**src/rtl/router_fifo.sv**
```systemverilog
// rtl/router_fifo.sv - per-destination router output FIFO with header tagging and packet-end detection
module router_fifo #(
   parameter int DEPTH = 16,
   parameter int WIDTH = 8,
   parameter int AW    = 4
) (
   input  logic             clk,
   input  logic             resetn,
   input  logic             soft_reset,
   input  logic             write_enb,
   input  logic             read_enb,
   input  logic             lfd_state,
   input  logic [WIDTH-1:0] data_in,
   output logic [WIDTH-1:0] data_out,
   output logic             empty,
   output logic             full,
   output logic             pkt_done
);

   localparam int CW = 7;
   localparam logic [AW:0] PTR_ONE = 1;
   localparam logic [CW-1:0] CNT_ONE = 1;

   logic [WIDTH:0]  mem [DEPTH];
   logic [AW:0]     wptr, rptr;
   logic [CW-1:0]   cnt;
   logic            lfd_d;
   logic            wr_ok, rd_ok;
   logic [WIDTH:0]  rd_entry;
   logic [CW-1:0]   hdr_len;

   assign empty    = (wptr == rptr);
   assign full     = (wptr[AW-1:0] == rptr[AW-1:0]) && (wptr[AW] != rptr[AW]);
   assign wr_ok    = write_enb && !full;
   assign rd_ok    = read_enb && !empty;
   assign rd_entry = mem[rptr[AW-1:0]];
   // Header length field counts payload bytes; the extra one accounts for parity.
   assign hdr_len  = CW'(rd_entry[WIDTH-1:2]) + CNT_ONE;

   always_ff @(posedge clk) begin
      if (wr_ok && !soft_reset)
         mem[wptr[AW-1:0]] <= {lfd_d, data_in};
   end

   always_ff @(posedge clk or negedge resetn) begin
      if (!resetn) begin
         wptr  <= '0;
         rptr  <= '0;
         lfd_d <= 1'b0;
      end else if (soft_reset) begin
         wptr  <= '0;
         rptr  <= '0;
         lfd_d <= 1'b0;
      end else begin
         lfd_d <= lfd_state;
         if (wr_ok)
            wptr <= wptr + PTR_ONE;
         if (rd_ok)
            rptr <= rptr + PTR_ONE;
      end
   end

   always_ff @(posedge clk or negedge resetn) begin
      if (!resetn) begin
         data_out <= '0;
         cnt      <= '0;
         pkt_done <= 1'b0;
      end else if (soft_reset) begin
         data_out <= '0;
         cnt      <= '0;
         pkt_done <= 1'b0;
      end else begin
         pkt_done <= 1'b0;
         if (rd_ok) begin
            data_out <= rd_entry[WIDTH-1:0];
            if (rd_entry[WIDTH]) begin
               cnt <= hdr_len;
            end else if (cnt > CNT_ONE) begin
               cnt <= cnt - CNT_ONE;
            end else if (cnt == CNT_ONE) begin
               cnt      <= '0;
               pkt_done <= 1'b1;
            end
         end
      end
   end

endmodule

```
**config.mk**
```make
export PLATFORM = sky130hd
export DESIGN_NAME = router_fifo
export DESIGN_NICKNAME = d
export VERILOG_FILES = /design/src/rtl/router_fifo.sv
export SDC_FILE = /design/constraint.sdc
export NUM_CORES = 1
export LEC_CHECK = 0
export BUFFER_PORTS_ARGS = -buffer_cell sky130_fd_sc_hd__buf_2
export CAP_MARGIN = 20
export CORE_MARGIN = 2
export CORE_UTILIZATION = 30
export DETAILED_ROUTE_END_ITERATION = 16
export MAX_ROUTING_LAYER = met4
export SKIP_LAST_GASP = 1
export SYNTH_ARGS = -nofsm -noshare
export SYNTH_HDL_FRONTEND = slang
export SYNTH_SLANG_ARGS = --single-unit
```
**constraint.sdc**
```tcl
create_clock -name clk -period 3.06 [get_ports clk]
set_input_delay 0.153 -clock clk [delete_from_list [all_inputs] [get_ports clk]]
set_output_delay 0.153 -clock clk [all_outputs]
set_load 0.02 [all_outputs]
```
==> metrics.md, run 1 <==
| Metric | Value |
|---|---|
| Seq cells post-synth | ~170 |
| Final HPWL DP | 9919 um |
| Ports | 25 |
| TritonCTS clock tree | done |
| Final setup TNS | 0 ns |
| Cell family with most CP delay | compound AO/OA/AOI/OAI gates |
| Clk Latency, worst-skew pair | roughly 0.43 ns |
| Post-layout util | a little over a third |
| WL/cell | roughly 20 um |
| CP Cell Sequence | buf_4 -> mux4_2 -> a22o_1 -> a31oi_1 -> buf_4 -> a31o_2 -> and2_1 -> a221o_1 |
| M1 WL | 7332 um |
| DRT Pass-1 Iters | 4 |
| Worst Skew | 0.01078 ns |
| Ys flop type | edfxtp_1 |
| Fin. Hold Viols | 0 |
| Max_cap viols | 0 |
| Total Routed Length | between 15000 and 20000 um |
| CP Capture Type | register |
| Finished Layout Cells | between 700 and 800 |
| P_leak | about 2.9 nW |
| Largest cells by area after synthesis | edfxtp_1, mux4_2, dfrtp_1 |
| DR WL met2 | 7597 um |
| Placed instance count | between 700 and 800 |
| First-pass GRT wire length | between 20000 and 25000 um |
| Reg2reg path depth | 8 |
| Worst Hold Slack | a little over 0.1 ns |
| Layout cell share with drive strength beyond 1 | 27.94% |
| Die Span Y | around 160 um |
| RSZ-0062 raised after global routing | no |
| Final slew viol count | 0 |
| Post-synth ARST share | 15.79% |
| Number of enable flip-flop cells after synthesis | approximately 140 |
| Total CTS buffers | 17 |
| Grt ovf | 0 |
| Sequential area share after synthesis | a little under 70% |
| Fin nets | ~490 |
| HP Start | data_in[6] |
| Initial Util | between 30% and 40% |
| Status | complete, no violations |
| Postcts setup bufs | 0 |
| Hold Path End | mem[3][6] |
| FF/Latch Area | 5002 um^2 |
| Crit Path Category | register to register |
| Area fraction of the dominant cell type after synthesis | between 60% and 70% |
| Multi-input logic area | 2090 um^2 |
| DRC | 0 |
| CP max-delay cell | dfrtp_2 |
| Die area | between 20000 and 30000 um^2 |
| Flop2flop setup slack | roughly 0.33 ns |
| Most instantiated cells after synthesis | edfxtp_1, mux4_2, dfrtp_1 |
| Largest net degree at the start of global routing | 34 |
| DR WL met3 | 632 um |
| Mapped Area | 7197 um^2 |
| Maximum fanout along the worst path | 15 |
| Critical path launch point type | register |
| Tot GR Track Use | between 10% and 20% |
| Tmin final | between 2 and 3 ns |
| Most used cell, CP | buf_4 |
| Cell Rows | 56 |
| Mapped Nets | approximately 430 |
| Hold path cells | 1 |
| Avg Cell Area, Syn | 17.47 um^2 |
| Vias | around 3800 |
| Slowest stage delay, CP | 0.61 ns |
| Core area | between 20000 and 25000 um^2 |
| # diodes | 0 |
| DR iter-0 viols | roughly 500 |
| Rel. slew slack | between 50% and 60% |
| Final period util | between 80% and 90% |
| Syn Inst Count | 412 |
| Fill count | ~2200 |
| Clock Tree Buf Depth | 2 |
| Worst-path clk slew | ~0.07 ns |
| Setup-failing EPs final | 0 |
| Area leader, netlist | edfxtp_1 |
| Post-cts gate resize count | 0 |
| Number of H-tree levels | 4 |
| Crit Reg-Reg Endpoint | cnt[4] |
| Area Growth Syn to Fin | 18.01% |
| Crit path DAT | just over 3 ns |
| Vias/cell | approximately 4.8 |
| Peak VDD IR | around 0.31 mV |
| Die width | ~160 um |
| Port Buf Inserts | 24 |
| CP bufs+invs | 2 |
| Antenna violations before repair | 0 |
| Yosys cell types | 53 |
| WP depth | 8 |
| Top sig layer | met4 |
| Vias in the first global route | between 4000 and 5000 |
| Fmax | 0.3665 GHz |
| Setup WS post-layout | 0.3313 ns |
| Worst Tran Pin Value | 0.6843 ns |
| CP required | between 3 and 4 ns |
| Yosys warns | 0 |
| Count leader, synth | edfxtp_1 |
| Hold Path Class | primary input to register |
| CTS root buf | clkbuf_16 |
| Gp weighted congestion | 0.7420 |
| Power per Cell Area | ~650 nW/um^2 |
| CTS sink cnt | 171 |
| Critical R2R Launch | rptr[1] |
| ANT nets after route | 0 |
| CTS Hold Bufs | 2 |
| Worst slack, placed | around 0.36 ns |
## worst max path at each step
stage / startpoint / endpoint
after detailed placement: rptr[1] / cnt[2]
after global routing: rptr[1] / cnt[4]
after floorplan: rptr[0] / mem[12][0]
after global placement: rptr[1] / cnt[4]
after CTS: rptr[1] / cnt[4]
final: rptr[1] / cnt[4]
## worst register-to-register path, delay by kind of cell (launching register included)
family / cells / cell delay, ns
AOI/OAI and AO/OA: 4 / 0.87
DFF: 1 / 0.61
buffers and inverters: 2 / 0.49
muxes: 1 / 0.51
and+or+nand+nor: 1 / 0.19
## registers in the layout, summed over array words and instances, names as in the netlist
| name | count |
|---|---|
| data_out | 8 |
| cnt | 7 |
| lfd_d | 1 |
| wptr | 5 |
| rptr | 5 |
| mem | 144 |
| pkt_done | 1 |
## routing by layer
| metal | vias to the layer above | track usage, % |
|---|---|---|
| met3 | 16 | 2.847 |
| met5 | - | - |
| met1 | 1964 | 17.94 |
| li1 | 1725 | - |
| met4 | 0 | 3.719 |
| met2 | 81 | 20.60 |
## metrics by stage
step	power [mW]	cell area, um^2
floorplan	3.165	7197
global placement	3.364	7876
detailed placement	3.370	7876
CTS	5.530	8493
global route	5.694	8493
finish	5.490	8493
## area by class of cell
class,instances,area share (%)
timing repair buffer,53,4.331
sequential,171,58.90
clock buffer,17,5.009
inverter,10,0.4420
multi-input combinational,210,24.60
clock inverter,15,2.018
tap,319,4.699
## where the power goes
group	total, mW	internal, mW	switching [mW]	leakage (nW)
logic	0.692	0.301	0.391	0.905
clock network	2.17	1.17	0.998	0.292
registers	2.63	2.57	0.0553	1.67
total	5.49	4.05	1.44	2.86
## cells by family after synthesis
| group | count (synthesis) | share of synthesized area, % |
|---|---|---|
| and+or+nand+nor | 92 | 6.450 |
| DFF | 171 | 69.47 |
| AOI/OAI and AO/OA | 40 | 3.912 |
| muxes | 51 | 14.13 |
| xor gates and xnor gates | 19 | 2.312 |
| buffers and inverters | 31 | 2.329 |
| adders and majority gates | 8 | 1.391 |
## placed cells by master, fill, tap and decap left out, types with 4 or more instances in the layout
cell type	instances
ha_1	8
buf_2	24
nor3_1	7
nand4_1	5
nand2_1	22
nor4_4	4
mux4_2	35
inv_6	6
nor2_1	24
and2_1	11
xnor2_1	11
nand3_1	5
a21oi_1	11
buf_4	25
inv_1	10
clkbuf_16	17
edfxtp_1	144
xor2_1	8
mux4_1	4
inv_8	5
mux2i_1	11
dfrtp_1	25
Power figures use the tool's default switching activity.
==> run 2, diff against run 1 <==
--- a/config.mk
+++ b/config.mk
@@ -7,8 +7,10 @@
 export LEC_CHECK = 0
 export BUFFER_PORTS_ARGS = -buffer_cell sky130_fd_sc_hd__buf_2
 export CAP_MARGIN = 20
+export CORE_ASPECT_RATIO = 1.4
 export CORE_MARGIN = 2
-export CORE_UTILIZATION = 30
+export CORE_UTILIZATION = 41
+export CTS_CLUSTER_DIAMETER = 200
 export DETAILED_ROUTE_END_ITERATION = 16
 export MAX_ROUTING_LAYER = met4
 export SKIP_LAST_GASP = 1
==> run 2 against run 1 <==
- total power is 0.64% lower
- non-clock buffer count is 4 higher
- die area is 26% lower
- sequential share of layout area is 0.93 points higher
- clock skew is 0.0014 ns lower
- global-route usage is 4.8 points higher
- maximum frequency is 1.0% lower
- setup slack worse by 0.028 ns
- sequential cell count stayed put
==> metrics.md, run 2 (synthesized netlist as in run 1, its figures left out) <==
| Metric | Value |
|---|---|
| Status | complete, no violations |
| Worst slack, placed | between 0.3 and 0.4 ns |
| Top sig layer | met4 |
| Dpl cell area | between 7000 and 8000 um^2 |
| Die width | approximately 120 um |
| FF/Latch Area | 5002 um^2 |
| DRT Pass-1 Iters | 4 |
| Total Routed Length | approximately 15000 um |
| TritonCTS clock tree | done |
| CP required | about 3.4 ns |
| # diodes | 0 |
| CP Cell Sequence | mux4_2 -> a22o_1 -> a31oi_1 -> buf_4 -> a31o_2 -> and2_1 -> a22o_1 |
| Vias/cell | 5.359 |
| CTS sink cnt | around 170 |
| Worst Hold Slack | about 0.12 ns |
| P_leak | between 2 and 3 nW |
| Tot GR Track Use | ~18% |
| Placed instance count | about 680 |
| Fmax | approximately 0.36 GHz |
| Most used cell, CP | a22o_1 |
| Critical R2R Launch | rptr[1] |
| Gp weighted congestion | 0.8130 |
| Vias | roughly 3800 |
| Worst Tran Pin Value | about 0.65 ns |
| M1 WL | 6378 um |
| Fin. Hold Viols | 0 |
| Finished Layout Cells | 716 |
| Overall power | roughly 5.5 mW |
| Cell Rows | 57 |
| Power per Cell Area | roughly 650 nW/um^2 |
| Ports | 25 |
| DR WL met3 | 555 um |
| HP Start | data_in[5] |
| WL/cell | between 20 and 25 um |
| Max_cap viols | 0 |
| Port Buf Inserts | 24 |
| Crit Path Category | register to register |
| Clock Tree Buf Depth | 2 |
| Grt ovf | 0 |
| Critical path launch point type | register |
| CP bufs+invs | 1 |
| Final HPWL DP | between 9000 and 10000 um |
| ANT nets after route | 0 |
| DR WL met2 | approximately 8300 um |
| Maximum fanout along the worst path | 21 |
| Number of flip-flops in the largest register | roughly 140 |
| Worst Skew | 0.009407 ns |
| Post-cts gate resize count | 0 |
| Antenna violations before repair | 0 |
| Worst-path clk slew | about 0.07 ns |
| Post-layout util | between 40% and 50% |
| CTS root buf | clkbuf_16 |
| Final setup TNS | 0 ns |
| Fin nets | roughly 490 |
| RSZ-0062 raised after global routing | no |
| Tmin final | ~2.8 ns |
| Multi-input logic area | 2054 um^2 |
| Number of H-tree levels | 4 |
| Cell family with most CP delay | compound AO/OA/AOI/OAI gates |
| CP max-delay cell | dfrtp_2 |
| Crit path DAT | between 3 and 4 ns |
| Largest net degree at the start of global routing | 34 |
| Most common cell after layout, fill and taps aside | edfxtp_1 |
| Die Span Y | between 150 and 200 um |
| Vias in the first global route | between 3000 and 4000 |
| Hold Path Class | primary input to register |
| Final period util | roughly nine tenths |
| Initial Util | roughly two fifths |
| Layout cell share with drive strength beyond 1 | about 29% |
| Crit path from | rptr[1] |
| DR iter-0 viols | just under 400 |
| Die area | ~19000 um^2 |
| Peak VDD IR | about 0.39 mV |
| Final slew viol count | 0 |
| Setup-failing EPs final | 0 |
| Core area | ~17000 um^2 |
| Slowest stage delay, CP | roughly 0.74 ns |
| Design area | ~8400 um^2 |
| Area Growth Syn to Fin | 16.17% |
| Rel. slew slack | between 50% and 60% |
| Fill count | around 1500 |
| Clk Latency, worst-skew pair | 0.41 ns |
| DRC | 0 |
| Total CTS buffers | 17 |
| Setup WS post-layout | 0.3031 ns |
| Most frequent cells in the layout | edfxtp_1, mux4_2, buf_4, dfrtp_1 |
| First-pass GRT wire length | around 24000 um |
| CP Capture Type | register |
==> run 2: changes by cell type in the layout (fill, tap and decap cells not counted), sizes merged <==
cell | previous run | this run
buf | 51 | 55
clkbuf | 17 | 19
inv | 21 | 19
clkinv | 2 | 1
clkinvlp | 1 | 2
==> run 2: path summary, 6_finish.rpt <==
kind,to,slack [ns],depth (start not counted)
setup / recovery,cnt[0],0.30,7
hold / removal,mem[6][5],0.12,1
setup reg to reg,cnt[0],0.30,7
hold reg to reg,cnt[6],0.50,1
max in group asynchronous,rptr[0],2.30,2
min in group asynchronous,data_out[1],0.29,2
==> run 2: power by group <==
| part | internal, mW | total (mW) | switching (mW) |
|---|---|---|---|
| registers | 2.57 | 2.64 | 0.0638 |
| logic | 0.303 | 0.674 | 0.371 |
| clock network | 1.20 | 2.14 | 0.939 |
| total | 4.08 | 5.46 | 1.37 |
==> run 2: timing repair <==
action / 4_1_cts / 5_1_grt
setup buffers: 0 / 0
hold endpoints to repair: 28 / 0
hold buffers: 2 / 0
==> run 2: per-layer routing <==
| metal | vias to the layer above | track usage, % |
|---|---|---|
| met5 | - | - |
| met4 | 0 | 4.870 |
| met3 | 6 | 3.170 |
| met2 | 99 | 30.38 |
| met1 | 1994 | 22.92 |
| li1 | 1738 | - |
==> run 2: final cells by class <==
class	count	area share, %
flip-flops and latches	171	59.83
clock buffers	19	5.418
inverters	10	0.4490
multi-input cells	210	24.57
well taps	236	3.532
clock inverters	13	1.736
repair buffers	57	4.460
